### config.mk
export PLATFORM = sky130hd
export DESIGN_NAME = simplez_uart_tx
export DESIGN_NICKNAME = d
export VERILOG_FILES = /design/src/rtl/simplez_uart_tx.sv
export SDC_FILE = /design/constraint.sdc
export NUM_CORES = 1
export LEC_CHECK = 0
export ABC_CLOCK_PERIOD_IN_PS = 5000
export CAP_MARGIN = 20
export CORE_MARGIN = 3
export CORE_UTILIZATION = 55
export DETAILED_ROUTE_END_ITERATION = 8
export PLACE_DENSITY = 0.8
export SLEW_MARGIN = 10
export SYNTH_ARGS = -nofsm -noshare
export SYNTH_HDL_FRONTEND = slang
export SYNTH_SLANG_ARGS = --single-unit
### constraint.sdc
create_clock -name clk -period 5 [get_ports clk]
set_input_delay 1 -clock clk [delete_from_list [all_inputs] [get_ports clk]]
set_output_delay 1 -clock clk [all_outputs]
set_load 0.05 [all_outputs]
### src/rtl/simplez_uart_tx.sv
// simplez_uart_tx: memory-mapped 8N1 serial transmitter for the Simplez CPU.
// A small circular FIFO feeds a falling-edge serialiser that drives tx.
module simplez_uart_tx #(
    parameter int         BAUD_DIV  = 104,
    parameter logic [8:0] ADDR_DATA = 9'o101,
    parameter logic [8:0] ADDR_STAT = 9'o102,
    parameter int         FIFO_AW   = 2
) (
    input  logic        clk,
    input  logic        rst,
    input  logic [8:0]  addr,
    input  logic [11:0] data_in,
    input  logic        wr,
    output logic [11:0] data_out,
    output logic        tx,
    output logic        busy
);

    localparam int DEPTH = 1 << FIFO_AW;
    localparam int CNT_W = FIFO_AW + 1;
    localparam int BW    = $clog2(BAUD_DIV);

    localparam logic [BW-1:0]    BAUD_LOAD = BW'(BAUD_DIV - 1);
    localparam logic [BW-1:0]    BAUD_ONE  = BW'(1);
    localparam logic [CNT_W-1:0] FULL_CNT  = CNT_W'(DEPTH);
    localparam logic [CNT_W-1:0] CNT_ONE   = CNT_W'(1);
    localparam logic [FIFO_AW-1:0] PTR_ONE = FIFO_AW'(1);

    typedef enum logic [1:0] {
        S_IDLE,
        S_START,
        S_DATA,
        S_STOP
    } state_t;

    // Serialiser registers
    state_t          r_state;
    logic [BW-1:0]   r_baud;
    logic [2:0]      r_idx;
    logic [7:0]      r_sh;
    logic            r_tx;

    // FIFO registers
    logic [7:0]         r_mem [DEPTH];
    logic [FIFO_AW-1:0] r_wptr;
    logic [FIFO_AW-1:0] r_rptr;
    logic [CNT_W-1:0]   r_count;
    logic               r_ovf;

    // Next-state and decode wires
    state_t          w_state_nxt;
    logic [BW-1:0]   w_baud_nxt;
    logic [2:0]      w_idx_nxt;
    logic [7:0]      w_sh_nxt;
    logic            w_tx_nxt;
    logic            w_pop;
    logic            w_push_req;
    logic            w_push;
    logic            w_ovf_set;
    logic            w_ovf_clr;
    logic            w_empty;
    logic            w_full;
    logic            w_busy;
    logic [7:0]      w_head;
    logic            w_baud_done;
    logic            w_unused_hi;

    // The high nibble of the data bus carries no meaning for this port
    assign w_unused_hi = ^data_in[11:8];

    // FIFO status and head-of-queue view
    assign w_empty = (r_count == '0);
    assign w_full  = (r_count == FULL_CNT);
    assign w_head  = r_mem[r_rptr];

    // Bus write decode; a full FIFO still accepts when a pop frees a slot
    assign w_push_req = wr && (addr == ADDR_DATA);
    assign w_push     = w_push_req && (!w_full || w_pop);
    assign w_ovf_set  = w_push_req && w_full && !w_pop;
    assign w_ovf_clr  = wr && (addr == ADDR_STAT) && data_in[2];

    assign w_baud_done = (r_baud == '0);

    // Busy covers an active frame as well as anything still queued
    assign w_busy = (r_state != S_IDLE) || !w_empty;

    // Combinational status read, valid in the cycle addr is presented
    always_comb begin
        data_out = 12'd0;
        if (addr == ADDR_STAT) begin
            data_out = {9'b0, r_ovf, w_full, w_busy};
        end
    end

    assign tx   = r_tx;
    assign busy = w_busy;

    // Serialiser next-state, pop request and registered tx level
    always_comb begin
        w_state_nxt = r_state;
        w_baud_nxt  = r_baud;
        w_idx_nxt   = r_idx;
        w_sh_nxt    = r_sh;
        w_pop       = 1'b0;
        w_tx_nxt    = 1'b1;

        unique case (r_state)
            S_IDLE: begin
                if (!w_empty) begin
                    w_pop       = 1'b1;
                    w_sh_nxt    = w_head;
                    w_baud_nxt  = BAUD_LOAD;
                    w_state_nxt = S_START;
                end
            end
            S_START: begin
                if (w_baud_done) begin
                    w_baud_nxt  = BAUD_LOAD;
                    w_idx_nxt   = 3'd0;
                    w_state_nxt = S_DATA;
                end else begin
                    w_baud_nxt = r_baud - BAUD_ONE;
                end
            end
            S_DATA: begin
                if (w_baud_done) begin
                    w_baud_nxt = BAUD_LOAD;
                    w_sh_nxt   = {1'b0, r_sh[7:1]};
                    w_idx_nxt  = r_idx + 3'd1;
                    if (r_idx == 3'd7) begin
                        w_state_nxt = S_STOP;
                    end
                end else begin
                    w_baud_nxt = r_baud - BAUD_ONE;
                end
            end
            S_STOP: begin
                if (w_baud_done) begin
                    if (!w_empty) begin
                        // Chain straight into the next start bit
                        w_pop       = 1'b1;
                        w_sh_nxt    = w_head;
                        w_baud_nxt  = BAUD_LOAD;
                        w_state_nxt = S_START;
                    end else begin
                        w_state_nxt = S_IDLE;
                    end
                end else begin
                    w_baud_nxt = r_baud - BAUD_ONE;
                end
            end
            default: begin
                w_state_nxt = S_IDLE;
            end
        endcase

        unique case (w_state_nxt)
            S_START: w_tx_nxt = 1'b0;
            S_DATA:  w_tx_nxt = w_sh_nxt[0];
            default: w_tx_nxt = 1'b1;
        endcase
    end

    // Serialiser state register, updated on the CPU's falling edge
    always_ff @(negedge clk or posedge rst) begin
        if (rst) begin
            r_state <= S_IDLE;
            r_baud  <= '0;
            r_idx   <= 3'd0;
            r_sh    <= 8'd0;
            r_tx    <= 1'b1;
        end else begin
            r_state <= w_state_nxt;
            r_baud  <= w_baud_nxt;
            r_idx   <= w_idx_nxt;
            r_sh    <= w_sh_nxt;
            r_tx    <= w_tx_nxt;
        end
    end

    // FIFO pointers, occupancy and sticky overflow flag
    always_ff @(negedge clk or posedge rst) begin
        if (rst) begin
            r_wptr  <= '0;
            r_rptr  <= '0;
            r_count <= '0;
            r_ovf   <= 1'b0;
        end else begin
            if (w_push) begin
                r_wptr <= r_wptr + PTR_ONE;
            end
            if (w_pop) begin
                r_rptr <= r_rptr + PTR_ONE;
            end
            unique case ({w_push, w_pop})
                2'b10:   r_count <= r_count + CNT_ONE;
                2'b01:   r_count <= r_count - CNT_ONE;
                default: r_count <= r_count;
            endcase
            if (w_ovf_set) begin
                r_ovf <= 1'b1;
            end else if (w_ovf_clr) begin
                r_ovf <= 1'b0;
            end
        end
    end

    // FIFO storage; contents are don't-care while the count says empty
    always_ff @(negedge clk) begin
        if (w_push) begin
            r_mem[r_wptr] <= data_in[7:0];
        end
    end

endmodule

# [After elaboration in Yosys (flattened, before gate mapping)]
# Memories as Yosys holds them, arrays and structs flattened.
# Cells that the tools add are included.
# W data, S select, Z words.
[totals] register_bits=29 mem_bits_rw=32 out_inout_bits=14 elab_cells=81 n_memories=1
[op_classes] addsub=6 eq_ne=14 mux=28 n_reduce_logical=22
[memory_table] name="r_mem" words=4 width=8 rd=1 rd_ports_with_merged_regs=0 write_ports=1 line="44" text="logic [7:0] r_mem [DEPTH];"
[ops] operator="$mux W8" n=3
[ops] operator="$pmux W8 S3" n=1
[ops] operator="$mux W7" n=3
[ops] operator="$pmux W7 S3" n=1
[ops] operator="$eq A9 B7 Y1 const B" n=2
[ops] operator="$pmux W3 S2" n=2
[ops] operator="$mux W2" n=5
[ops] operator="$mux W3" n=3
[ops] operator="$eq A2 B2 Y1 const B" n=4
[ops] operator="$pmux W2 S4" n=1
[ops] operator="$reduce_bool A2 Y1" n=4
[ops] operator="$logic_not A7 Y1" n=1
[ops] operator="$mux W1" n=7
[ops] operator="$sub A7 B1 Y7 const B" n=1
[ops] operator="$add A3 B1 Y3 const B" n=2
[ops] operator="$eq A2 B1 Y1 const B" n=3
[ops] operator="$eq A3 B3 Y1 const B" n=2
[ops] operator="$logic_and A1 B1 Y1" n=6
[ops] operator="$ne A2 B2 Y1 const B" n=3
[ops] operator="$reduce_and A3 Y1" n=2
[ops] operator="$add A2 B1 Y2 const B" n=2
[ops] operator="$pmux W1 S2" n=2
[ops] operator="$logic_not A1 Y1" n=3
[ops] operator="$logic_not A3 Y1" n=1
[ops] operator="5 further kinds" n=6

# [Logic depth before layout (Yosys ltp)]
# Gate-level depths: netlist (run 1).
[depth] ltp_word=8 depth_mapped=11

==> flow_summary.ini, run 1 <==
[clocking]
cts_buffer_depth = 2
clkSinkCount = 61
tritoncts = done
cts_root_buf = clkbuf_8
clk_latency_ns = 0.40
cts.htree.levels = 3
clkTransAtPathRegs_ns = 0.05
numCtsBuffers = 9

[layout]
fillers = 374
fin_nets = 395
utilization_pct = 72.8
instances_no_fill = 435
layout-drive-gt1-share_pct = 22.3
stdcell_area_um2 = 4060
area_growth_pct = 26.7
diodes = 0

[die]
die_w_um = 82.3
die_area_um2 = 6780
start_util_pct = 57.5
core_um2 = 5570
io_pins = 38
rows = 27
dieHeight_um = 82.3

[pwr]
max-vdd-ir-drop_mv = 0.391
power.internal_mw = 1.27
power_frac_seq_pct = 33.5
clkPwrFrac_pct = 27.2
p_switching_mw = 0.888
leakagePower_nw = 1.73
power.density_nw_per_um2 = 531
p_comb_share_pct = 39.4
sw_frac_of_total_pct = 41.2

[critical_path]
path_depth = 10
cp_common_cell = buf_4
crit_type = in -> reg
required_ns = 2.68
ff2ff_setup_slack_ns = 1.63
slowest_delay_ns = 0.46
r2r_end = r_count[2]
crit_start = addr[1]
cp_cell_sequence = clkdlybuf4s50_1, nand3b_1, or3_4, nand2_2, fa_2, o31ai_2, nor4_2, buf_4, buf_4, o31a_1
cp_top_family = buffers and inverters
cp-start-kind = input port
critical_path.endpoint_type = flop
cp_slowest_cell = clkdlybuf4s50_1
path_max_fanout = 2
reg2reg_from = r_state[1]
crit_arrival_ns = 2.80
endpoint = r_count[2]
cp_num_buf_inv = 3
rr_worst_depth = 13

[hold_path]
hold_class = reg -> reg

[place]
placed_cell_area_um2 = 3630
dp_hpwl_um = 4630
gp_congestion = 0.838
numPortBuffers = 24
dp_cells = 380

[yosys]
synthTopCellsByCount = 32 x edfxtp_1, 30 x nand2_1, 28 x dfrtn_1
synth_top_area_share_pct = 30.0
synth_area_leaders = edfxtp_1 30%, dfrtn_1 22%, mux4_2 5.6%
synth_largest_area_cell = edfxtp_1
synth_ff_type = edfxtp_1
avgSynthCellArea_um2 = 11.4
synthCells = 280
synth_seq_cells = 61
synth-async-reset-ratio_pct = 47.5
yosysMostFrequentCell = edfxtp_1
netlist_area_um2 = 3210
synth.yosys.seq_area_share_pct = 52.7
yosysWarnings = 0
synth_edf_count = 32
yosysUniqueCellTypes = 51

[routing]
routed_wl_um = 7130
first_pass_iters = 4
vias = 2485
viasPerCell = 5.71
ant_nets = 0
drtIter0Drc = 178
route.detailed.drc = 0
post_drt_wl_per_cell_um = 16.4

[sta]
setup_ws_ns = -0.127
slew_headroom_pct = 35.6
maxSlewViolCount = 0
skew_ns = 0.0765
worstMarginPinSlew_ns = 0.966
hold_viol = 0
setup_violations = 32
rsz0062_at_grt = true

[global_routing]
grt_pass1_wl_um = 11700
antenna_found_initial = 0
grt_pass1_vias = 2502
grt_remaining_overflow = 0
track_usage_pct = 23.2
grt_max_degree = 18

[outcome]
status = finished, violations left
violations = negative setup slack

[job]
max_cap_viol_count = 0
[power groups by stage]
| stage | Sequential (mW) | Clock [mW] | Combinational [mW] |
|---|---|---|---|
| 2_1_floorplan | 0.688 | 0.0408 | 0.630 |
| 3_3_place_gp | 0.730 | 0.0408 | 0.740 |
| 3_5_place_dp | 0.734 | 0.0408 | 0.767 |
| 4_1_cts | 0.723 | 0.594 | 0.807 |
| 5_1_grt | 0.737 | 0.630 | 0.935 |
| 6_report | 0.722 | 0.586 | 0.849 |
[final cells by class]
type,instances,area (µm²),share of cell area [%]
inverters,12,45.0,1.11
repair buffers,50,474,11.7
clock buffers,9,124,3.05
clock inverters,40,213,5.24
multi-input cells,191,1430,35.1
well taps,72,90.1,2.22
flip-flops and latches,61,1690,41.6
[cell families (layout without fill, tap and decap cells)]
| kind of cell | count (synthesis) | after routing | synth area share (%) |
|---|---|---|---|
| AND/OR/NAND/NOR | 81 | 81 | 13.0 |
| AO/OA/AOI/OAI | 75 | 75 | 16.2 |
| flip-flops | 61 | 61 | 52.7 |
| buffers and inverters | 36 | 111 | 5.66 |
| adder cells (fa/ha/maj) | 13 | 13 | 5.31 |
| multiplexers | 9 | 9 | 5.97 |
| XOR/XNOR | 4 | 4 | 1.09 |
| other | 1 | 9 | 0.117 |
[routing by layer]
layer  track usage [%]  up-vias  wire [µm]
li1                  -     1192          -
met1              27.7     1204       2900
met2              38.9       73       3690
met3              5.42       16        380
met4              12.6        0        162
met5                 0        -          0
[state kept, by name (all words and copies together) (netlist names)]
register and cells:
tx 1, r_state 2, r_ovf 1, r_wptr 2, r_idx 3, r_baud 7, r_mem 32, r_sh 8
r_rptr 2, r_count 3
[tightest hold or removal path, cell delays in order (launching register included)]
cell and delay [ns]:
dfrtn_1 0.43, nand2_1 0.06, o31ai_1 0.06
[worst min path at each step]
stage / cells after the start / end / slack [ns] / from
floorplan: 2 / r_ovf / 0.40 / r_ovf
CTS: 2 / r_sh[1] / 0.46 / r_sh[1]
global placement: 2 / r_ovf / 0.42 / r_ovf
global route: 2 / r_sh[1] / 0.49 / r_sh[1]
detailed placement: 2 / r_sh[1] / 0.45 / r_sh[1]
finish: 2 / r_sh[1] / 0.47 / r_sh[1]
[cells in the final DEF (no fill, tap or decap), types with 4 or more instances in the layout]
cell type,n
a21oi_1,23
nor3_1,8
buf_4,26
nand2_1,29
conb_1,9
o31ai_1,9
mux4_2,8
clkdlybuf4s50_1,12
clkbuf_8,9
dfrtn_1,28
nor2_1,12
or3_1,4
buf_12,5
and3_1,5
a22o_1,5
edfxtp_1,32
inv_1,43
o21ai_0,10
ha_1,11
[through the flow]
step	setup slack (ns)	hold WS, ns	total power, mW	setup TNS, ns
after detailed placement	-0.883	0.454	1.54	-23.05
after CTS	-0.161	0.463	2.12	-0.161
final	-0.127	0.466	2.16	-0.858
after floorplan	-0.473	0.401	1.36	-7.38
after global routing	-0.204	0.493	2.30	-2.18
after global placement	-0.783	0.420	1.51	-21.58
[what timing repair did]
item                       4_1_cts  5_1_grt
hold buffers                     0        0
gates resized for setup         26        3
pin swaps                        6        2
setup endpoints to repair       39       38
buffers inserted                 4        3
Power figures use the tool's default switching activity.
==> run 2, diff against run 1 <==
CTS_CLUSTER_DIAMETER = 80   (was not set)
GPL_ROUTABILITY_DRIVEN = 0   (was not set)
==> results of run 2 <==
Final layout, timing and power as in run 1 (identical DEF).
==> run 3, diff against run 2 <==
CTS_CLUSTER_DIAMETER = 150   (was 80)
==> results of run 3 <==
Final layout, timing and power as in run 1 (identical DEF).
